## src/rtl/dp_step_controller.sv

```systemverilog
// Datapath clock-enable sequencer: turns switch/button/halt inputs into a
// single-cycle Tick enable so the whole datapath stays on Clk.
module dp_step_controller #(
    parameter int TICK_PERIOD = 100000000,
    parameter int CNT_W       = 27,
    parameter int DBNC_CYCLES = 1000000,
    parameter int DBNC_W      = 20
) (
    input  logic        Clk,
    input  logic        Rst,
    input  logic        RunSw,
    input  logic        StepBtn,
    input  logic        HaltReq,
    output logic        Tick,
    output logic        Running,
    output logic        Halted,
    output logic [15:0] StepCnt
);

    // state | meaning
    // IDLE  | waiting; a debounced press issues one Tick
    // RUN   | free-run, one Tick every TICK_PERIOD cycles
    // HALT  | datapath asked to stop; only Rst leaves
    typedef enum logic [1:0] {
        ST_IDLE = 2'd0,
        ST_RUN  = 2'd1,
        ST_HALT = 2'd2
    } state_t;

    localparam logic [CNT_W-1:0]  RATE_LAST = CNT_W'(TICK_PERIOD - 1);
    localparam logic [DBNC_W-1:0] DBNC_LAST = DBNC_W'(DBNC_CYCLES - 1);

    logic              r_run_s1;
    logic              r_run_s2;
    logic              r_btn_s1;
    logic              r_btn_s2;
    logic              r_db;
    logic              r_db_q;
    logic              r_step_req;
    logic [DBNC_W-1:0] r_dbnc_cnt;

    state_t            r_state;
    logic [CNT_W-1:0]  r_rate_cnt;
    logic              r_tick;
    logic              r_running;
    logic              r_halted;
    logic [15:0]       r_step_cnt;

    state_t            w_state_nxt;
    logic [CNT_W-1:0]  w_rate_nxt;
    logic              w_tick_nxt;

    always_ff @(posedge Clk) begin
        if (Rst) begin
            r_run_s1   <= 1'b0;
            r_run_s2   <= 1'b0;
            r_btn_s1   <= 1'b0;
            r_btn_s2   <= 1'b0;
            r_db       <= 1'b0;
            r_db_q     <= 1'b0;
            r_step_req <= 1'b0;
            r_dbnc_cnt <= '0;
        end else begin
            r_run_s1 <= RunSw;
            r_run_s2 <= r_run_s1;
            r_btn_s1 <= StepBtn;
            r_btn_s2 <= r_btn_s1;
            // Accept a new button level only after it has held for the full window.
            if (r_btn_s2 == r_db) begin
                r_dbnc_cnt <= '0;
            end else if (r_dbnc_cnt == DBNC_LAST) begin
                r_db       <= r_btn_s2;
                r_dbnc_cnt <= '0;
            end else begin
                r_dbnc_cnt <= r_dbnc_cnt + DBNC_W'(1);
            end
            r_db_q     <= r_db;
            r_step_req <= r_db & ~r_db_q;
        end
    end

    always_comb begin
        w_state_nxt = r_state;
        w_rate_nxt  = '0;
        w_tick_nxt  = 1'b0;
        case (r_state)
            ST_IDLE: begin
                if (HaltReq) begin
                    w_state_nxt = ST_HALT;
                end else if (r_run_s2) begin
                    w_state_nxt = ST_RUN;
                end else if (r_step_req) begin
                    w_tick_nxt = 1'b1;
                end
            end
            ST_RUN: begin
                // Halt and switch-off both drop whatever Tick was due this cycle.
                if (HaltReq) begin
                    w_state_nxt = ST_HALT;
                end else if (!r_run_s2) begin
                    w_state_nxt = ST_IDLE;
                end else if (r_rate_cnt == RATE_LAST) begin
                    w_tick_nxt = 1'b1;
                end else begin
                    w_rate_nxt = r_rate_cnt + CNT_W'(1);
                end
            end
            ST_HALT: begin
                w_state_nxt = ST_HALT;
            end
            default: begin
                w_state_nxt = ST_IDLE;
            end
        endcase
    end

    always_ff @(posedge Clk) begin
        if (Rst) begin
            r_state    <= ST_IDLE;
            r_rate_cnt <= '0;
            r_tick     <= 1'b0;
            r_running  <= 1'b0;
            r_halted   <= 1'b0;
            r_step_cnt <= '0;
        end else begin
            r_state    <= w_state_nxt;
            r_rate_cnt <= w_rate_nxt;
            r_tick     <= w_tick_nxt;
            r_running  <= (w_state_nxt == ST_RUN);
            r_halted   <= (w_state_nxt == ST_HALT);
            if (w_tick_nxt && (r_step_cnt != 16'hFFFF)) begin
                r_step_cnt <= r_step_cnt + 16'd1;
            end
        end
    end

    assign Tick    = r_tick;
    assign Running = r_running;
    assign Halted  = r_halted;
    assign StepCnt = r_step_cnt;

endmodule

```

## config.mk

```make
export PLATFORM = sky130hd
export DESIGN_NAME = dp_step_controller
export DESIGN_NICKNAME = d
export VERILOG_FILES = /design/src/rtl/dp_step_controller.sv
export SDC_FILE = /design/constraint.sdc
export NUM_CORES = 1
export LEC_CHECK = 0
export BUFFER_PORTS_ARGS = -buffer_cell sky130_fd_sc_hd__buf_2
export CAP_MARGIN = 20
export CORE_ASPECT_RATIO = 0.75
export CORE_MARGIN = 2
export CORE_UTILIZATION = 45
export CTS_BUF_LIST = sky130_fd_sc_hd__clkbuf_8
export CTS_CLUSTER_SIZE = 28
export DETAILED_ROUTE_END_ITERATION = 8
export PLACE_DENSITY = 0.59
export SETUP_SLACK_MARGIN = 0.4
export SYNTH_ARGS = -nofsm -noshare
export SYNTH_HDL_FRONTEND = slang
export SYNTH_SLANG_ARGS = --single-unit
```

## constraint.sdc

```tcl
create_clock -name Clk -period 5.3 [get_ports Clk]
set_clock_uncertainty 0.05 [all_clocks]
set_input_delay 0.795 -clock Clk [delete_from_list [all_inputs] [get_ports Clk]]
set_output_delay 0.795 -clock Clk [all_outputs]
set_load 0.05 [all_outputs]
```

After elaboration in Yosys (flattened, before gate mapping)
Cells that the tools add are included.

word-level totals
  bits of input ports = 5
  bits in registers = 75
  word-level logic and storage cells = 47

operators by class
  bitwise logic cells = 5
  add/subtract/negate cells = 3
  mux-type cells = 12
  eq/ne operators = 8
  reduce and logical (&&, ||, !) cells = 5

operators with widths
  cell                   count
  $add 27x1->27 const B  1
  $eq 27x27->1 const B   1
  $add 20x1->20 const B  1
  $eq 20x20->1 const B   1
  $add 16x1->16 const B  1
  $ne 16x16->1 const B   1
  $mux 2                 4
  $mux 1                 6
  $pmux 2 s3             1
  $reduce_or 5->1        1
  $eq 2x1->1 const B     2
  $eq 2x2->1 const B     2
  $not 1->1              4
  $reduce_or 3->1        1
  $logic_not 2->1        1
  $pmux 1 s2             1
  $reduce_and 2->1       1
  $and 1x1->1            1
  $eq 1x1->1             1
  $logic_and 1x1->1      1

Logic depth before layout (Yosys ltp)
Gate-level depths: netlist (run 1).

  depth after elaboration = 6
  mapped depth = 8
  mapped depth without buffers = 6

Worst setup path after synthesis (run 1)
OpenSTA, ideal clock, no wires.

  path type = in2reg
  start point = input HaltReq
  end point = register r_step_cnt[13], in the netlist StepCnt[13]
  arrival = 2.165 ns
  path buffers = 1
  library setup time = 0.123 ns
  setup slack = 2.962 ns
  stages on the path = 6
  cell sequence = nand4bb_1 -> nor4b_1 -> a21oi_2 -> buf_4 -> nor4_2 -> mux2_1

on the way
  longest elaborated chain between the ends = 3
  elaborated cells between the ends (all ways) = 4

RTL lines
  element                           line    text
  start: declaration                13      input logic HaltReq,
  $mux 1, on equally long branches  98, 88
  $pmux 1 s2 *                      86      case (r_state)
  $logic_and 1x1->1 *               131     if (w_tick_nxt && (r_step_cnt != 16'hFFFF)) begin
  end signal: assignment            132     r_step_cnt <= r_step_cnt + 16'd1;
  end: declaration                  47      logic [15:0] r_step_cnt;

Every way passes the cells marked *; elsewhere a longest branch is shown, timed or not.
A chain may end at the register's enable or synchronous reset.

Final worst setup path (run 1)
  start point = register r_rate_cnt[0]
  end point = register r_step_cnt[12], in the netlist StepCnt[12]

on the way
  longest elaborated chain between the ends = 6

RTL lines
  element                   line  text
  start: declaration        43    logic [CNT_W-1:0] r_rate_cnt;
  start signal: assignment  127   r_rate_cnt <= w_rate_nxt;
  $eq 27x27->1              102   end else if (r_rate_cnt == RATE_LAST) begin
  $mux 1                    102
  $mux 1                    100   end else if (!r_run_s2) begin
  $mux 1                    98    if (HaltReq) begin
  $pmux 1 s2                86
  $logic_and 1x1->1         131

No other way between the ends.

==> results of run 1 <==
## synthesized netlist by cell type, types with 2 or more instances
| cell type | count |
|---|---|
| a21oi_1 | 9 |
| and2_1 | 3 |
| and3_1 | 12 |
| and4_1 | 5 |
| clkbuf_1 | 9 |
| dfxtp_1 | 74 |
| ha_1 | 3 |
| inv_1 | 6 |
| mux2_1 | 6 |
| mux2i_1 | 2 |
| nand2_1 | 16 |
| nand3_1 | 25 |
| nand4_1 | 15 |
| nand4bb_1 | 3 |
| nor2_1 | 63 |
| nor2b_1 | 13 |
| nor3_1 | 6 |
| nor3b_1 | 2 |
| nor4_1 | 2 |
| nor4_2 | 3 |
| nor4b_1 | 7 |
| o21ai_1 | 4 |
| o31ai_1 | 6 |
| o41ai_1 | 2 |
| or3_1 | 3 |
| or4_1 | 6 |
| xnor2_1 | 13 |
| xor2_1 | 31 |
## area by class of cell
| type | instances | share of cell area (%) |
|---|---|---|
| repair buffers | 25 | 3.741 |
| clock inverters | 7 | 1.463 |
| flip-flops and latches | 74 | 40.27 |
| clock buffers | 9 | 3.367 |
| inverters | 6 | 0.6122 |
| well taps | 98 | 3.333 |
| multi-input cells | 270 | 47.21 |
## critical path: stages, from the launching register on
cell and delay, ns:
dfxtp_1 0.39, ha_1 0.22, nand4_1 0.30, nor4_4 0.40
a21oi_2 0.08, buf_4 0.23, nor4b_1 0.35, mux2_1 0.35
## layer usage
metal | global-route usage, % | up-vias | part of all wire, %
li1 | - | 1321 | -
met1 | 24.50 | 1150 | 55
met2 | 22.35 | 27 | 41
met3 | 6.233 | 4 | 3.6
met4 | 5.132 | 0 | 0.93
met5 | 0 | - | 0
## how the worst max path moves through the flow
stage,start,end,slack (ns),depth (start not counted)
floorplan,HaltReq,StepCnt[13],2.96,6
global placement,Rst,r_rate_cnt[1],2.60,4
detailed placement,Rst,r_rate_cnt[4],2.52,4
CTS,r_rate_cnt[0],r_rate_cnt[4],2.73,6
global route,r_rate_cnt[0],StepCnt[12],2.66,7
finish,r_rate_cnt[0],StepCnt[12],2.82,7
## power by group
part | switching, mW | leakage [nW] | internal (mW)
logic | 0.0106 | 0.557 | 0.00446
registers | 0.00405 | 0.597 | 0.558
clock network | 0.218 | 0.0818 | 0.172
## sequential cells by signal, indices dropped and copies added, names as in the netlist
signal,cells
r_run_s2,1
r_rate_cnt,27
Tick,1
StepCnt,16
r_db,1
r_db_q,1
r_btn_s1,1
Running,1
r_dbnc_cnt,20
r_state,2
r_btn_s2,1
r_step_req,1
r_run_s1,1
## cell families after synthesis
family	Yosys count
simple gates	191
flops	74
xor+xnor	44
compound gates	24
buf+inv	18
mux	8
fa+ha+maj	3
## cells in the final DEF, fill, tap and decap left out, types with 7 or more instances in the layout
| cell type | count |
|---|---|
| clkbuf_8 | 9 |
| nor4b_1 | 7 |
| buf_2 | 23 |
| nor2b_1 | 13 |
| xnor2_1 | 13 |
| and3_1 | 12 |
| a21oi_1 | 9 |
| nand3_1 | 25 |
| nor2_1 | 63 |
| nand2_1 | 16 |
| nand4_1 | 15 |
| dfxtp_1 | 74 |
| xor2_1 | 31 |
==> results.cfg, run 1 <==
[outcome]
run_status = finished clean

[drt]
routed_via_density = 5.117
vias = 2502
wl_per_cell_um = 12.13
drc = 0
drt-pass1-iter-count = 4
drt-initial-drc-count = 69
wirelength_um = 5932
ant_nets = 0

[sta]
max_freq_mhz = 403.0
min_period_over_period_pct = 46.82
finalCriticalPeriod_ns = 2.482
finalHoldViolCount = 0
worst_pin_slew_ns = 0.6973
setup_viol = 0
final.setup.worst_slack_ns = 2.818
max_slew_margin_pct = 53.16
rsz0062_at_grt = false
final_max_slew_viol_count = 0
fin_tns_setup_ns = 0
whs_ns = 0.3364

[die]
die_h_um = 78.06
initial_utilization_pct = 47.27
pin_count = 24
num_rows = 26
die_w_um = 102.7
core_um2 = 6962
die_area_um2 = 8019

[synthesis]
synthXorXnorAreaFrac_pct = 11.71
muxShareOfSynthArea_pct = 2.662
synth_top_area_share_pct = 45.02
netlist_instances = 362
synth_top_family_by_area = simple AND/OR/NAND/NOR gates
yosysSeqAreaShare_pct = 45.02
synthTopCellsByArea = dfxtp_1 45%, xor2_1 8.3%, nor2_1 7.2%
ys_warn_count = 0
synthesis.nets = 370
synth-simple-area-share_pct = 32.59
synth_top_area_cell = dfxtp_1
ys_types = 41
avgSynthCellArea_um2 = 9.090
yosys_most_used_dff = dfxtp_1
ys_seq_elements = 74
synth_compound_area_share_pct = 4.677
async_flop_share_pct = 0
synth.cell_area_um2 = 3291
synth_adder_area_share_pct = 1.141
synth_edf_count = 0

[cts]
post_cts_buffers = 0
ctsResizeCount = 0
clkSlewWorstSetupHoldPaths_ns = 0.08
cts_max_path_buffers = 2
cts_inserted_buffers = 9
hold_buffers = 0
cts_root_buf = clkbuf_8
cts_max_level = 3
clock-sinks = 74
worstSkewPairLatency_ns = 0.35
cts_tree = yes

[global_route]
antenna_found_initial = 0
grt_pass1_vias = 2213
grt-ovfl-total = 0
grt_usage_pct = 16.64
grt_pass1_wl_um = 10570
grt_max_degree = 35

[place]
routabilityCongestion = 0.7657
post-place-ws_ns = 2.523
detailed_place_hpwl_um = 3984
portBuffers = 23
dp.cells = 472
place_area_um2 = 3486

[critical_path]
arrival_ns = 2.66
end_kind = register
worstSetupStartpointType = register
rr_worst_depth = 7
r2r_end = StepCnt[12]
r2r-start = r_rate_cnt[0]
worstPathMaxFanout = 27
cp_data_required_time_ns = 5.48
worstSetupPathType = register to register
reg2reg_slack_ns = 2.82

[worst_hold_path]
hp-start = r_db_q
whs_path_depth = 1
hold_class = register to register
hold_end = r_step_req

[power]
ir_drop_uv = 149.3
power.density_nw_per_um2 = 262.7
leakage_nw = 1.236
p_total_mw = 0.9665

[cells_and_area]
final_cells = 489
nets = 394
regArea_um2 = 1481
final_util_pct = 52.84
stdcell_area_um2 = 3679
n_fill_cell = 674
drive_above_1_share_pct = 12.79
area.growth.synth_to_final_pct = 11.79
multiInputGateArea_um2 = 1737
n_antenna_cell = 0

[flow_run]
cap_viol_max_count = 0
Note: power is estimated with default switching activity, not from simulation.
==> run 2: changes to the inputs <==
==> constraint.sdc (replaced) <==
create_clock -name Clk -period 2.33 [get_ports Clk]
set_clock_uncertainty 0.05 [all_clocks]
set_input_delay 0.3495 -clock Clk [delete_from_list [all_inputs] [get_ports Clk]]
set_output_delay 0.3495 -clock Clk [all_outputs]
set_load 0.05 [all_outputs]
==> run 2 against run 1 <==
Against the previous run:
- final cell count grew 4.9%
- via count grew 7.8%
- die area is the same
- clock-buffer cell count is the same
- total power grew to 2.6 times the previous value
- core utilization grew 6.4 points
- register-to-register slack lost 2.8 ns
- critical path type unchanged
- highest routed layer unchanged
==> results.cfg, run 2 (synthesis gave the netlist of run 1 again) <==
[sta]
setup_viol = 0
final_max_slew_viol_count = 0
finalCriticalPeriod_ns = 2.270
min_period_over_period_pct = 97.43
rsz0062_at_grt = true
max_freq_mhz = 440.5
finalHoldViolCount = 0
worst_pin_slew_ns = 0.5141
fin_tns_setup_ns = 0
max_slew_margin_pct = 65.24

[cells_and_area]
n_antenna_cell = 0
layout_commonest_cell = nor2_1
regArea_um2 = 1525
stdcell_area_um2 = 4125
regMostFlops = r_rate_cnt
n_fill_cell = 661
area.growth.synth_to_final_pct = 25.36
multiInputGateArea_um2 = 1866
final_cells = 513
nets = 418
largest_register_ffs = 27
drive_above_1_share_pct = 26.27
layout_common_cells = 63 x nor2_1, 55 x dfxtp_1, 31 x xor2_1

[critical_path]
r2r_end = StepCnt[6]
end_kind = register
worstPathMaxFanout = 15
endpoint = StepCnt[6]
cp_data_required_time_ns = 2.52
rr_worst_depth = 6
worstSetupPathType = register to register
worstSetupStartpointType = register
arrival_ns = 2.46
reg2reg_slack_ns = 0.06
crit_start = r_rate_cnt[9]
r2r-start = r_rate_cnt[9]

[die]
pin_count = 24
die_area_um2 = 8019
num_rows = 26
die_h_um = 78.06
initial_utilization_pct = 47.27
core_um2 = 6962
die_w_um = 102.7

[cts]
worstSkewPairLatency_ns = 0.35
cts_max_level = 3
cts_max_path_buffers = 2
cts_inserted_buffers = 9
cts_tree = yes
clock-sinks = 74
clkSlewWorstSetupHoldPaths_ns = 0.09
cts_root_buf = clkbuf_8

[drt]
wl_per_cell_um = 13.45
drc = 0
ant_nets = 0
wirelength_um = 6902
drt-pass1-iter-count = 4
vias = 2697
routed_via_density = 5.257
drt-initial-drc-count = 103

[global_route]
grt-ovfl-total = 0
antenna_found_initial = 0
grt_max_degree = 28
busiest_layer = met2
grt_pass1_vias = 2513
use_met3_pct = 5.432
met1_usage_pct = 26.42
grt_usage_pct = 18.68
grt_pass1_wl_um = 11880
grt_use_met2_pct = 27.32

[place]
dp.cells = 489
routabilityCongestion = 0.7688
detailed_place_hpwl_um = 4486
place_area_um2 = 3682
portBuffers = 23

[power]
power.density_nw_per_um2 = 619.2
leakage_nw = 1.445
ir_drop_uv = 284.5

[flow_run]
cap_viol_max_count = 0

[worst_hold_path]
hold_class = input port to register

[outcome]
run_status = finished clean
run 2: cell types whose count changed in the layout (fill, tap and decap cells not counted), moves of 3 or more:
cell / change
dfxtp_4: +8
buf_4: +19
mux2_4: +4
mux2_1: -4
dfxtp_1: -19
buf_6: +4
clkinvlp_4: -3
bufinv_16: +3
dfxtp_2: +11
run 2: report_power, final:
part	internal (mW)	switching, mW
Combinational	0.0163	0.0361
Sequential	1.26	0.00331
Clock	0.721	0.518
run 2: worst min-delay path by stage:
stage	from	end	slack, ns	depth (start not counted)
2_1_floorplan	r_db_q	r_step_req	0.32	1
3_3_place_gp	r_db_q	r_step_req	0.33	1
3_5_place_dp	r_db_q	r_step_req	0.33	1
4_1_cts	StepBtn	r_btn_s1	0.17	2
5_1_grt	RunSw	r_run_s1	0.18	2
6_report	StepBtn	r_btn_s1	0.17	2
run 2: critical path: stages (launching register included):
cell and delay [ns]:
dfxtp_4 0.35, or4_4 0.54, nor4_4 0.25, a21oi_4 0.14
buf_8 0.18, nor4_2 0.30, mux2_1 0.35
run 2: metal layers:
metal	up-vias	routed length (um)
li1	1378	-
met3	9	272
met1	1261	3451
met5	-	0
met2	49	3082
met4	0	95
run 2: cell type report:
cell class,instances,share of cell area [%]
Tap cell,98,2.972
Inverter,6,0.5460
Clock inverter,7,3.033
Multi-Input combinational cell,270,45.22
Timing Repair Buffer,49,8.250
Clock buffer,9,3.003
Sequential cell,74,36.97
run 2: through the flow:
stage | total power [mW] | worst slack (ns) | util, % | hold WS, ns
final | 2.554 | 0.05986 | 59.26 | 0.1695
after global routing | 2.641 | 0.01762 | 59.26 | 0.1763
after CTS | 2.575 | 0.07806 | 57.91 | 0.1670
after detailed placement | 1.341 | 0.09560 | 52.89 | 0.3331
after global placement | 1.340 | 0.1404 | 52.89 | 0.3257
after floorplan | 1.325 | 0.2738 | - | 0.3174
run 2: timing repair:
item / CTS / global route
endpoints found under the setup margin: 14 / 45
hold buffers: 0 / 0
buffers inserted: 6 / 2
resized for setup: 11 / 16
pin swaps: 4 / 3
cloned: 0 / 0
==> run 3: changes to the inputs <==
--- a/config.mk
+++ b/config.mk
@@ -8,12 +8,12 @@
 export BUFFER_PORTS_ARGS = -buffer_cell sky130_fd_sc_hd__buf_2
 export CAP_MARGIN = 20
 export CORE_ASPECT_RATIO = 0.75
-export CORE_MARGIN = 2
 export CORE_UTILIZATION = 45
 export CTS_BUF_LIST = sky130_fd_sc_hd__clkbuf_8
 export CTS_CLUSTER_SIZE = 28
 export DETAILED_ROUTE_END_ITERATION = 8
 export PLACE_DENSITY = 0.59
+export REMOVE_ABC_BUFFERS = 1
 export SETUP_SLACK_MARGIN = 0.4
 export SYNTH_ARGS = -nofsm -noshare
 export SYNTH_HDL_FRONTEND = slang
==> run 3 against run 2 <==
Against the previous run:
- worst setup slack better by 0.15 ns
- total power is 5.4% lower
- worst hold slack worse by 0.015 ns
- flip-flop and latch count stayed put
- die area is 4.5% lower
- routed wire length is 1.1% higher
- design area is 0.94% higher
- final cell count is 1.6% higher
- non-clock buffer count is 6 higher
- core utilization is 0.84 points higher
- clock power is 12% lower
- fmax is 7.1% higher
- critical endpoint is now StepCnt[8]
- highest routed layer unchanged
==> results.cfg, run 3 (synthesis gave the netlist of run 1 again) <==
[sta]
setup_viol = 0
worst_pin_slew_ns = 0.8502
finalCriticalPeriod_ns = 2.120
fin_tns_setup_ns = 0
max_freq_mhz = 471.7
rsz0062_at_grt = true
min_period_over_period_pct = 90.99
final.setup.worst_slack_ns = 0.2098
max_slew_margin_pct = 43.17
finalHoldViolCount = 0
final_max_slew_viol_count = 0

[die]
pin_count = 24
die_h_um = 76.06
core_um2 = 6929
die_area_um2 = 7662
num_rows = 26
initial_utilization_pct = 47.49
die_w_um = 100.7

[cts]
worstSkewPairLatency_ns = 0.36
cts_max_path_buffers = 2
cts_tree = yes
cts_root_buf = clkbuf_8
clkSlewWorstSetupHoldPaths_ns = 0.07
cts_max_level = 3
clock-sinks = 74
cts_inserted_buffers = 9

[place]
routabilityCongestion = 0.7439
portBuffers = 23
post-place-ws_ns = -0.1275
detailed_place_hpwl_um = 4323

[drt]
wirelength_um = 6979
drc = 0
ant_nets = 0
drt-pass1-iter-count = 4
wl_per_cell_um = 13.40
drt-initial-drc-count = 102
routed_via_density = 5.144
vias = 2680

[global_route]
grt_pass1_vias = 2426
grt_max_degree = 27
grt_pass1_wl_um = 11610
grt-ovfl-total = 0
grt_usage_pct = 19.37
antenna_found_initial = 0

[critical_path]
worstSetupPathType = register to register
reg2reg_slack_ns = 0.21
rr_worst_depth = 6
worstSetupStartpointType = register
end_kind = register
r2r_end = StepCnt[8]
arrival_ns = 2.32
r2r-start = r_rate_cnt[9]
worstPathMaxFanout = 6
cp_data_required_time_ns = 2.53

[cells_and_area]
largest_register_ffs = 27
n_antenna_cell = 0
regMostFlops = r_rate_cnt
drive_above_1_share_pct = 25.53
area.growth.synth_to_final_pct = 26.54
layout_commonest_cell = dfxtp_1
layout_common_cells = 68 x dfxtp_1, 63 x nor2_1, 31 x xor2_1
nets = 427

[power]
leakage_nw = 1.495
ir_drop_uv = 393.7
power.density_nw_per_um2 = 580.0

[worst_hold_path]
whs_path_depth = 2
hp-start = RunSw
hold_class = input port to register
hold_end = r_run_s1

[flow_run]
cap_viol_max_count = 0

[outcome]
run_status = finished clean
[run 3: cell count changes in the layout (fill, tap and decap cells not counted), sizes merged]
cell	change
a21oi	+2
buf	+6
bufinv	-1
clkbuf	+2
clkinv	-3
inv	+1
o21bai	+1
[run 3: layout make-up]
type / count / area [um2]
Inverter: 6 / 22.52
Sequential cell: 74 / 1494
Multi-Input combinational cell: 273 / 1936
Tap cell: 98 / 122.6
Timing Repair Buffer: 55 / 370.4
Clock buffer: 11 / 151.4
Clock inverter: 4 / 67.56
Fill cell: 623 / 2765
[run 3: worst max-delay path by stage]
stage,from,end,slack (ns),cells after the start
floorplan,r_state[1],StepCnt[3],-0.13,5
global placement,r_rate_cnt[0],StepCnt[12],0.02,6
detailed placement,HaltReq,StepCnt[12],-0.13,6
CTS,r_rate_cnt[9],StepCnt[12],0.1,6
global route,r_rate_cnt[0],StepCnt[8],0.11,7
finish,r_rate_cnt[9],StepCnt[8],0.21,6
[run 3: critical path: stages (launching register included)]
cell and delay [ns]:
dfxtp_1 0.31, or4_4 0.54, nor4_4 0.17, buf_6 0.18, a21oi_4 0.10, nor4b_4 0.34, mux2_4 0.32
[run 3: timing repair]
action,4_1_cts,5_1_grt
gates resized for setup,11,32
pin swaps,19,14
hold buffers,0,0
setup endpoints to repair,16,44
buffers inserted,6,8
gates cloned,2,1
[run 3: report_power, final]
| part | switching [mW] | total (mW) | internal, mW |
|---|---|---|---|
| Sequential | 0.00315 | 1.27 | 1.27 |
| Combinational | 0.0349 | 0.0514 | 0.0164 |
| Clock | 0.446 | 1.09 | 0.648 |
[run 3: through the flow]
stage	total power, mW	util (%)	hold slack, ns	cell area (um2)	cells
2_1_floorplan	1.324	-	0.3174	3241	350
3_3_place_gp	1.346	52.15	0.3226	3613	489
3_5_place_dp	1.347	52.15	0.3292	3613	489
4_1_cts	2.442	57.08	0.1418	3955	512
5_1_grt	2.509	60.09	0.1325	4164	521
6_report	2.415	60.09	0.1547	4164	521
[run 3: layer usage]
layer	vias up	wire (um)	track usage, %
met1	1230	3539	27.47
li1	1391	-	-
met5	-	0	0
met4	0	75	6.087
met3	8	376	7.248
met2	51	2987	26.99
